--- config.mk ---
export PLATFORM = sky130hd
export DESIGN_NAME = block_dematrix_48
export DESIGN_NICKNAME = d
export VERILOG_FILES = /design/src/rtl/dematrix_pkg.sv /design/src/rtl/seq_shift_add_mult.sv /design/src/rtl/block_dematrix_48.sv
export SDC_FILE = /design/constraint.sdc
export NUM_CORES = 1
export LEC_CHECK = 0
export CORE_MARGIN = 4
export CORE_UTILIZATION = 42
export CTS_CLUSTER_DIAMETER = 80
export DETAILED_ROUTE_END_ITERATION = 6
export GPL_TIMING_DRIVEN = 0
export HOLD_SLACK_MARGIN = 0.15
export SYNTH_ARGS = -nofsm -noshare
export SYNTH_HDL_FRONTEND = slang
export SYNTH_HIERARCHICAL = 1
export SYNTH_SLANG_ARGS = --single-unit
--- constraint.sdc ---
create_clock -name clock -period 3.9 [get_ports clock]
set_input_delay 0.78 -clock clock [delete_from_list [all_inputs] [get_ports clock]]
set_output_delay 0.78 -clock clock [all_outputs]
set_load 0.01 [all_outputs]
--- src/rtl/dematrix_pkg.sv ---
// Shared constants, FSM state type and round/saturate helper for the stereo de-matrix stage.
`timescale 1ns/1ps
package dematrix_pkg;
    localparam int W       = 18;
    localparam int GW      = 4;
    localparam int SHIFT   = 3;
    localparam int SW      = W + 1;
    localparam int PW      = 23;
    localparam int SAT_MAX = 131071;
    localparam int SAT_MIN = -131072;
    localparam int ROUND_K = 4;

    typedef enum logic [1:0] {IDLE, MUL_L, MUL_R, OUT} state_t;

    // Round half toward +inf, drop the gain fraction, clamp to the sample range.
    function automatic logic signed [W-1:0] round_sat(input logic signed [PW-1:0] p);
        logic signed [PW-1:0] q;
        q = (p + PW'(ROUND_K)) >>> SHIFT;
        if (q > PW'(SAT_MAX))
            return W'(SAT_MAX);
        else if (q < PW'(SAT_MIN))
            return W'(SAT_MIN);
        else
            return q[W-1:0];
    endfunction
endpackage

--- src/rtl/seq_shift_add_mult.sv ---
// Signed x unsigned shift-add multiplier, one gain bit per cycle, LSB first.
`timescale 1ns/1ps
module seq_shift_add_mult
    import dematrix_pkg::*;
(
    input  logic                 clock,
    input  logic                 reset,
    input  logic                 start,
    input  logic signed [SW-1:0] a,
    input  logic        [GW-1:0] b,
    output logic signed [PW-1:0] product,
    output logic                 running,
    output logic                 done
);
    localparam int CW = $clog2(GW);

    logic signed [PW-1:0] a_ext;
    logic signed [PW-1:0] m;
    logic        [GW-1:0] g;
    logic        [CW-1:0] cnt;

    assign a_ext = PW'(a);

    // The start cycle already consumes bit 0, so the product is final after GW edges.
    always_ff @(posedge clock) begin
        if (reset) begin
            product <= '0;
            m       <= '0;
            g       <= '0;
            cnt     <= '0;
            running <= 1'b0;
            done    <= 1'b0;
        end else begin
            done <= 1'b0;
            if (start) begin
                product <= b[0] ? a_ext : '0;
                m       <= a_ext <<< 1;
                g       <= b >> 1;
                cnt     <= '0;
                running <= 1'b1;
            end else if (running) begin
                if (g[0])
                    product <= product + m;
                m   <= m <<< 1;
                g   <= g >> 1;
                cnt <= cnt + 1'b1;
                if (cnt == CW'(GW - 2)) begin
                    running <= 1'b0;
                    done    <= 1'b1;
                end
            end
        end
    end
endmodule

--- src/rtl/block_dematrix_48.sv ---
// Stereo de-matrix: pairs strobed L+R / L-R samples and emits gained LEFT/RIGHT
// through one shared sequential multiplier.
`timescale 1ns/1ps
module block_dematrix_48
    import dematrix_pkg::*;
(
    input  logic                clock,
    input  logic                reset,
    input  logic signed [W-1:0] LpR_in,
    input  logic                LpR_valid,
    input  logic signed [W-1:0] LmR_in,
    input  logic                LmR_valid,
    input  logic       [GW-1:0] G,
    output logic signed [W-1:0] LEFT,
    output logic signed [W-1:0] RIGHT,
    output logic                ready_out,
    output logic                overrun,
    output logic                busy
);
    // state | meaning
    // IDLE  | waiting for both holding registers to fill
    // MUL_L | multiplier working on S_L = LpR + LmR
    // MUL_R | multiplier working on S_R = LpR - LmR
    // OUT   | LEFT/RIGHT just updated, ready_out high
    state_t state, state_next;

    logic signed [W-1:0]  reg_p, reg_m, eff_p, eff_m;
    logic                 full_p, full_m, have_p, have_m;
    logic                 pair_start;
    logic signed [SW-1:0] s_l, s_r, mul_a;
    logic        [GW-1:0] g_work;
    logic signed [PW-1:0] p_l, mul_product;
    logic                 mul_start, mul_running, mul_done;

    // A strobe on the completing edge counts immediately, so the pair starts on that edge.
    assign have_p     = full_p | LpR_valid;
    assign have_m     = full_m | LmR_valid;
    assign eff_p      = LpR_valid ? LpR_in : reg_p;
    assign eff_m      = LmR_valid ? LmR_in : reg_m;
    assign pair_start = have_p & have_m & ((state == IDLE) | (state == OUT));

    assign mul_start = (state == MUL_L) & ~mul_running;
    assign mul_a     = mul_done ? s_r : s_l;
    assign busy      = (state != IDLE);

    seq_shift_add_mult u_mult (
        .clock   (clock),
        .reset   (reset),
        .start   (mul_start),
        .a       (mul_a),
        .b       (g_work),
        .product (mul_product),
        .running (mul_running),
        .done    (mul_done)
    );

    always_ff @(posedge clock) begin
        if (reset)
            state <= IDLE;
        else
            state <= state_next;
    end

    always_comb begin
        state_next = state;
        case (state)
            IDLE:    if (pair_start) state_next = MUL_L;
            MUL_L:   if (mul_done) state_next = MUL_R;
            MUL_R:   if (mul_done) state_next = OUT;
            OUT:     state_next = pair_start ? MUL_L : IDLE;
            default: state_next = IDLE;
        endcase
    end

    always_ff @(posedge clock) begin
        if (reset) begin
            reg_p     <= '0;
            reg_m     <= '0;
            full_p    <= 1'b0;
            full_m    <= 1'b0;
            s_l       <= '0;
            s_r       <= '0;
            g_work    <= '0;
            p_l       <= '0;
            LEFT      <= '0;
            RIGHT     <= '0;
            ready_out <= 1'b0;
            overrun   <= 1'b0;
        end else begin
            overrun <= (LpR_valid & full_p) | (LmR_valid & full_m);
            if (LpR_valid)
                reg_p <= LpR_in;
            if (LmR_valid)
                reg_m <= LmR_in;
            if (pair_start) begin
                full_p <= 1'b0;
                full_m <= 1'b0;
                s_l    <= SW'(eff_p) + SW'(eff_m);
                s_r    <= SW'(eff_p) - SW'(eff_m);
                g_work <= G;
            end else begin
                if (LpR_valid)
                    full_p <= 1'b1;
                if (LmR_valid)
                    full_m <= 1'b1;
            end
            if ((state == MUL_L) && mul_done)
                p_l <= mul_product;
            ready_out <= (state == MUL_R) && mul_done;
            if ((state == MUL_R) && mul_done) begin
                LEFT  <= round_sat(p_l);
                RIGHT <= round_sat(mul_product);
            end
        end
    end
endmodule

# == Yosys cells after proc, flatten, opt, wreduce, memory -nomap -nowiden ==
# Cells that the tools add are included.
# word_totals
regBits,195
# op_classes
magnitude_cmp,4
add_sub_neg,6
mux,24
eq_ne,7
reduce_logical,11
bitwise_logic,10
# ops
cell,n
two-way mux 23 bit,6
two-way mux 18 bit,6
"adder 23 x 4 -> 23 bit, second input constant",2
"> comparator 20 x 18 -> 1 bit, second input constant",2
"less-than comparator 20 x 18 -> 1 bit, second input constant",2
adder 23 bit,1
adder 18 x 18 -> 19 bit,1
two-way mux 19 bit,1
subtractor 18 x 18 -> 19 bit,1
case mux 2 bit (4 select lines),1
"== test 2 bit, second input constant",3
two-way mux 2 bit,3
two-way mux 3 bit,2
nonzero test 2 bit,3
bitwise AND 1 bit,5
two-way mux 1 bit,5
"!= test 2 x 1 -> 1 bit, second input constant",2
OR 1 bit,4
OR reduction 2 bit,2
AND reduction 3 bit,1
OR reduction 3 bit,1
"adder 2 x 1 -> 2 bit, second input constant",1
"== test 2 x 1 -> 1 bit, second input constant",1
logical AND 1 bit,2
other kinds (4),4

# == Depth between registers and ports, before layout ==
# logic_depth
depth_word,5
mapped_depth,13

# == By module ==
# The synthesis kept the hierarchy.
# modules_own_cells
mod,n_inst,cells_per_inst,seq_area_each_um2,area_each_um2
block_dematrix_48,1,970,2802.7,8071.5
seq_shift_add_mult,1,419,1041.0,3437.0

# == Worst setup path after synthesis ==
# No wires, ideal clock.
# synth_timing
path_kind,input port to flip-flop
from,in LmR_valid
to,reg s_l[16]
t_required_ns,3.767
setup_ns,0.133
cell_stages,11
path_slack_ns,0.006
path_buffers,2
t_arrival_ns,3.762
path_cell_list,buf_1 > buf_1 > mux2i_1 > fa_1 > nor2_4 > o221ai_2 > a2111oi_2 > a211oi_1 > o41ai_2 > xnor2_1 > a21oi_1
# synth_via
elab_chain_len,3
word_cells_on_any_way,5
# synth_lines
element,line,text
start: declaration,block_dematrix_48.sv:12,"input logic LmR_valid,"
"parallel branches: the longest is 3 deep, another holds adder 18 x 18 -> 19 bit",--,
end signal: assignment,block_dematrix_48.sv:98,s_l <= SW'(eff_p) + SW'(eff_m);
end: declaration,block_dematrix_48.sv:30,"logic signed [SW-1:0] s_l, s_r, mul_a;"
# Several ways; the timed one is not identified.
# A chain may end at the register's enable or synchronous reset.

# == Final worst setup path ==
# layout_timing
from,in LpR_valid
to,reg s_l[16]
# layout_via
word_cells_on_any_way,5
# layout_lines
element,line,text
start: declaration,block_dematrix_48.sv:10,"input logic LpR_valid,"
two-way mux 18 bit,--,
via eff_p[3],block_dematrix_48.sv:27,"logic signed [W-1:0] reg_p, reg_m, eff_p, eff_m;"
adder 18 x 18 -> 19 bit,block_dematrix_48.sv:98,
# The timed path passes the listed nets, and every way through them passes these cells.

==> flow_summary.yaml <==
status:
  status: "finished, final reports clean"
worst_setup_path:
  worst_setup_path_start_kind: "primary input"
  cp-end-kind: "flop"
  path_class: "primary input to flop"
  crit_fanout: 10
  worstPathRequired_ns: 4.19
  cp_slowest_stage_delay_ns: 0.51
  critical_path_arrival_ns: 4.06
  cp_num_buf_inv: 3
  crit_path_top_delay_cell: "clkdlybuf4s50_1"
  critPathTopFamily: "compound AO/OA/AOI/OAI gates"
  worstPathCellList: "clkdlybuf4s50_1 -> clkbuf_4 -> mux2_2 -> ha_1 -> inv_1 -> o221ai_2 -> a2111oi_4 -> a211oi_2 -> o41ai_2 -> xnor2_1 -> a21oi_1"
yosys:
  postSynthAreaPerCell_um2: 8.28
  postSynthNetCount: 1497
  synthesis.area_mm2: 0.0115
  yosysWarnings: 6
  synthCells: 1386
power_and_ir_drop:
  power_mw: 6.67
  max-vdd-ir-drop_mv: 0.333
  power_leakage_nw: 5.30
  power_density_mw_per_mm2: 496
sta:
  fin_crit_sh_pct: 96.7
  setup_ws_ns: 0.129
  worstMarginPinSlew_ns: 0.816
  hold_viol_final: 0
  setup_tns_ns: 0
  finalSetupViolCount: 0
  relSlewSlack_pct: 45.6
  min_period_ns: 3.77
  clock_skew_ns: 0.0155
  drv_slew: 0
  maxClockFrequency_mhz: 265
floorplan:
  die_w_um: 173
  fp.dieArea_mm2: 0.0300
  start_util_pct: 42.6
  boundaryPins: 83
  coreArea_mm2: 0.0270
  rows: 60
  dieHeight_um: 173
placed_design:
  globalplace.congestion: 0.909
  dp_hpwl_mm: 26.0
  place_ws_ns: -1.76
  placed_cells: 1808
  numPortBuffers: 81
cts:
  clockRootBuffer: "clkbuf_16"
  cts_sinks: 191
  htreeDepth: 4
  clk_pin_slew_ns: 0.07
  numCtsBuffers: 17
  clock_latency_ns: 0.44
  cts_buffer_depth: 2
  cts_tree: "built"
grt:
  grt.total_usage_pct: 22.1
  met2_usage_pct: 36.5
  antenna_found_initial: 0
  grt-busiest-layer: "met2"
  grt_pass1_wl_mm: 53.9
  grt_pass1_vias: 9882
  grt_max_degree: 19
  globalRouteMet3Util_pct: 2.68
  globalRouteOverflowTotal: 0
  met1_usage_pct: 30.1
layout:
  area.growth.synth_to_final_pct: 17.1
  instances_no_fill: 1839
  num_antenna_cells: 0
  drive_above_1_share_pct: 9.41
  fin_util_pct: 49.9
  fin_nets: 1596
min_path:
  hold_path_class: "flop to flop"
drt:
  wl_per_cell_um: 18.4
  detail-route-antenna-nets: 0
  via_per_inst: 5.68
  drtIter0Drc: 746
  drt-pass1-iter-count: 5
  dr_total_vias: 10500
  drc: 0
  routed_wirelength_mm: 33.9
run:
  maxCapViolCount: 0
sequential cells by signal (all words and copies together) (netlist names):
| register | count |
|---|---|
| u_mult/m | 22 |
| g_work | 4 |
| reg_p | 18 |
| p_l | 21 |
| s_l | 19 |
| ready_out | 1 |
| reg_m | 18 |
| full_p | 1 |
| u_mult/cnt | 2 |
| LEFT | 18 |
| u_mult/product | 22 |
| u_mult/done | 1 |
| full_m | 1 |
| RIGHT | 18 |
| overrun | 1 |
| u_mult/running | 1 |
| s_r | 18 |
| state | 2 |
| u_mult/g | 3 |
layout by cell type, fill, tap and decap left out, drive strengths merged, types with 8 or more instances in the layout:
cell,instances
buf,31
mux2i,46
mux2,35
o31ai,22
clkbuf,84
and2,26
o221a,17
nor2,152
nand2b,11
ha,64
nor3,26
a31oi,10
a211oi,21
xor2,34
clkdlybuf4s50,81
nand2,115
a21oi,154
dfxtp,191
inv,50
and3,12
nor2b,8
xnor2,39
nor4,8
o21bai,10
nand4,27
nand3,35
o21ai,66
and4,13
a21o,13
path summary, 6_finish.rpt:
kind              depth (start not counted)                 from                    to  slack, ns
setup / recovery                         11            LpR_valid  s_l[16]$_SDFFE_PP0P_       0.13
hold / removal                            2  s_r[5]$_SDFFE_PP0P_   s_r[5]$_SDFFE_PP0P_       0.45
setup reg to reg                         12  reg_p[0]$_SDFF_PP0_  s_l[16]$_SDFFE_PP0P_       0.97
hold reg to reg                           2  s_r[5]$_SDFFE_PP0P_   s_r[5]$_SDFFE_PP0P_       0.45
layout make-up:
type,instances,area (um^2)
buffer,95,448
timing repair buffer,83,826
clock buffer,18,429
tap,341,427
fill,2695,13500
clock inverter,14,153
inverter,46,173
multi-input combinational,1051,7160
sequential,191,3820
tightest hold or removal path: cells and delay by family (launching register included):
family             cells  cell delay [ns]
DFF                    1             0.31
and+or+nand+nor        1             0.05
AOI/OAI and AO/OA      1             0.05
power by group:
group	switching, mW	leakage, nW	internal (mW)	total (mW)
combinational	1.48	3.46	0.890	2.37
clock	0.853	0.278	0.904	1.76
sequential	0.314	1.56	2.23	2.54
total	2.65	5.30	4.02	6.67
through the flow:
step / hold slack, ns / cell area (um^2)
after global placement: 0.436 / 12700
after floorplan: 0.428 / 11500
final: 0.452 / 13400
after detailed placement: 0.442 / 12700
after global routing: 0.471 / 13400
after CTS: 0.452 / 13400
per-layer routing:
metal,routed length [um],vias up
met5,0,-
met4,830,0
met3,1150,40
met2,15900,220
met1,16000,5015
li1,-,5176
repair_timing:
action	4_1_cts	5_1_grt
pin swaps	2	2
setup endpoints to repair	31	17
hold buffers	0	0
resized for setup	17	21
buffers inserted	1	1
cloned	0	0
Note: power is estimated with default switching activity, not from simulation.
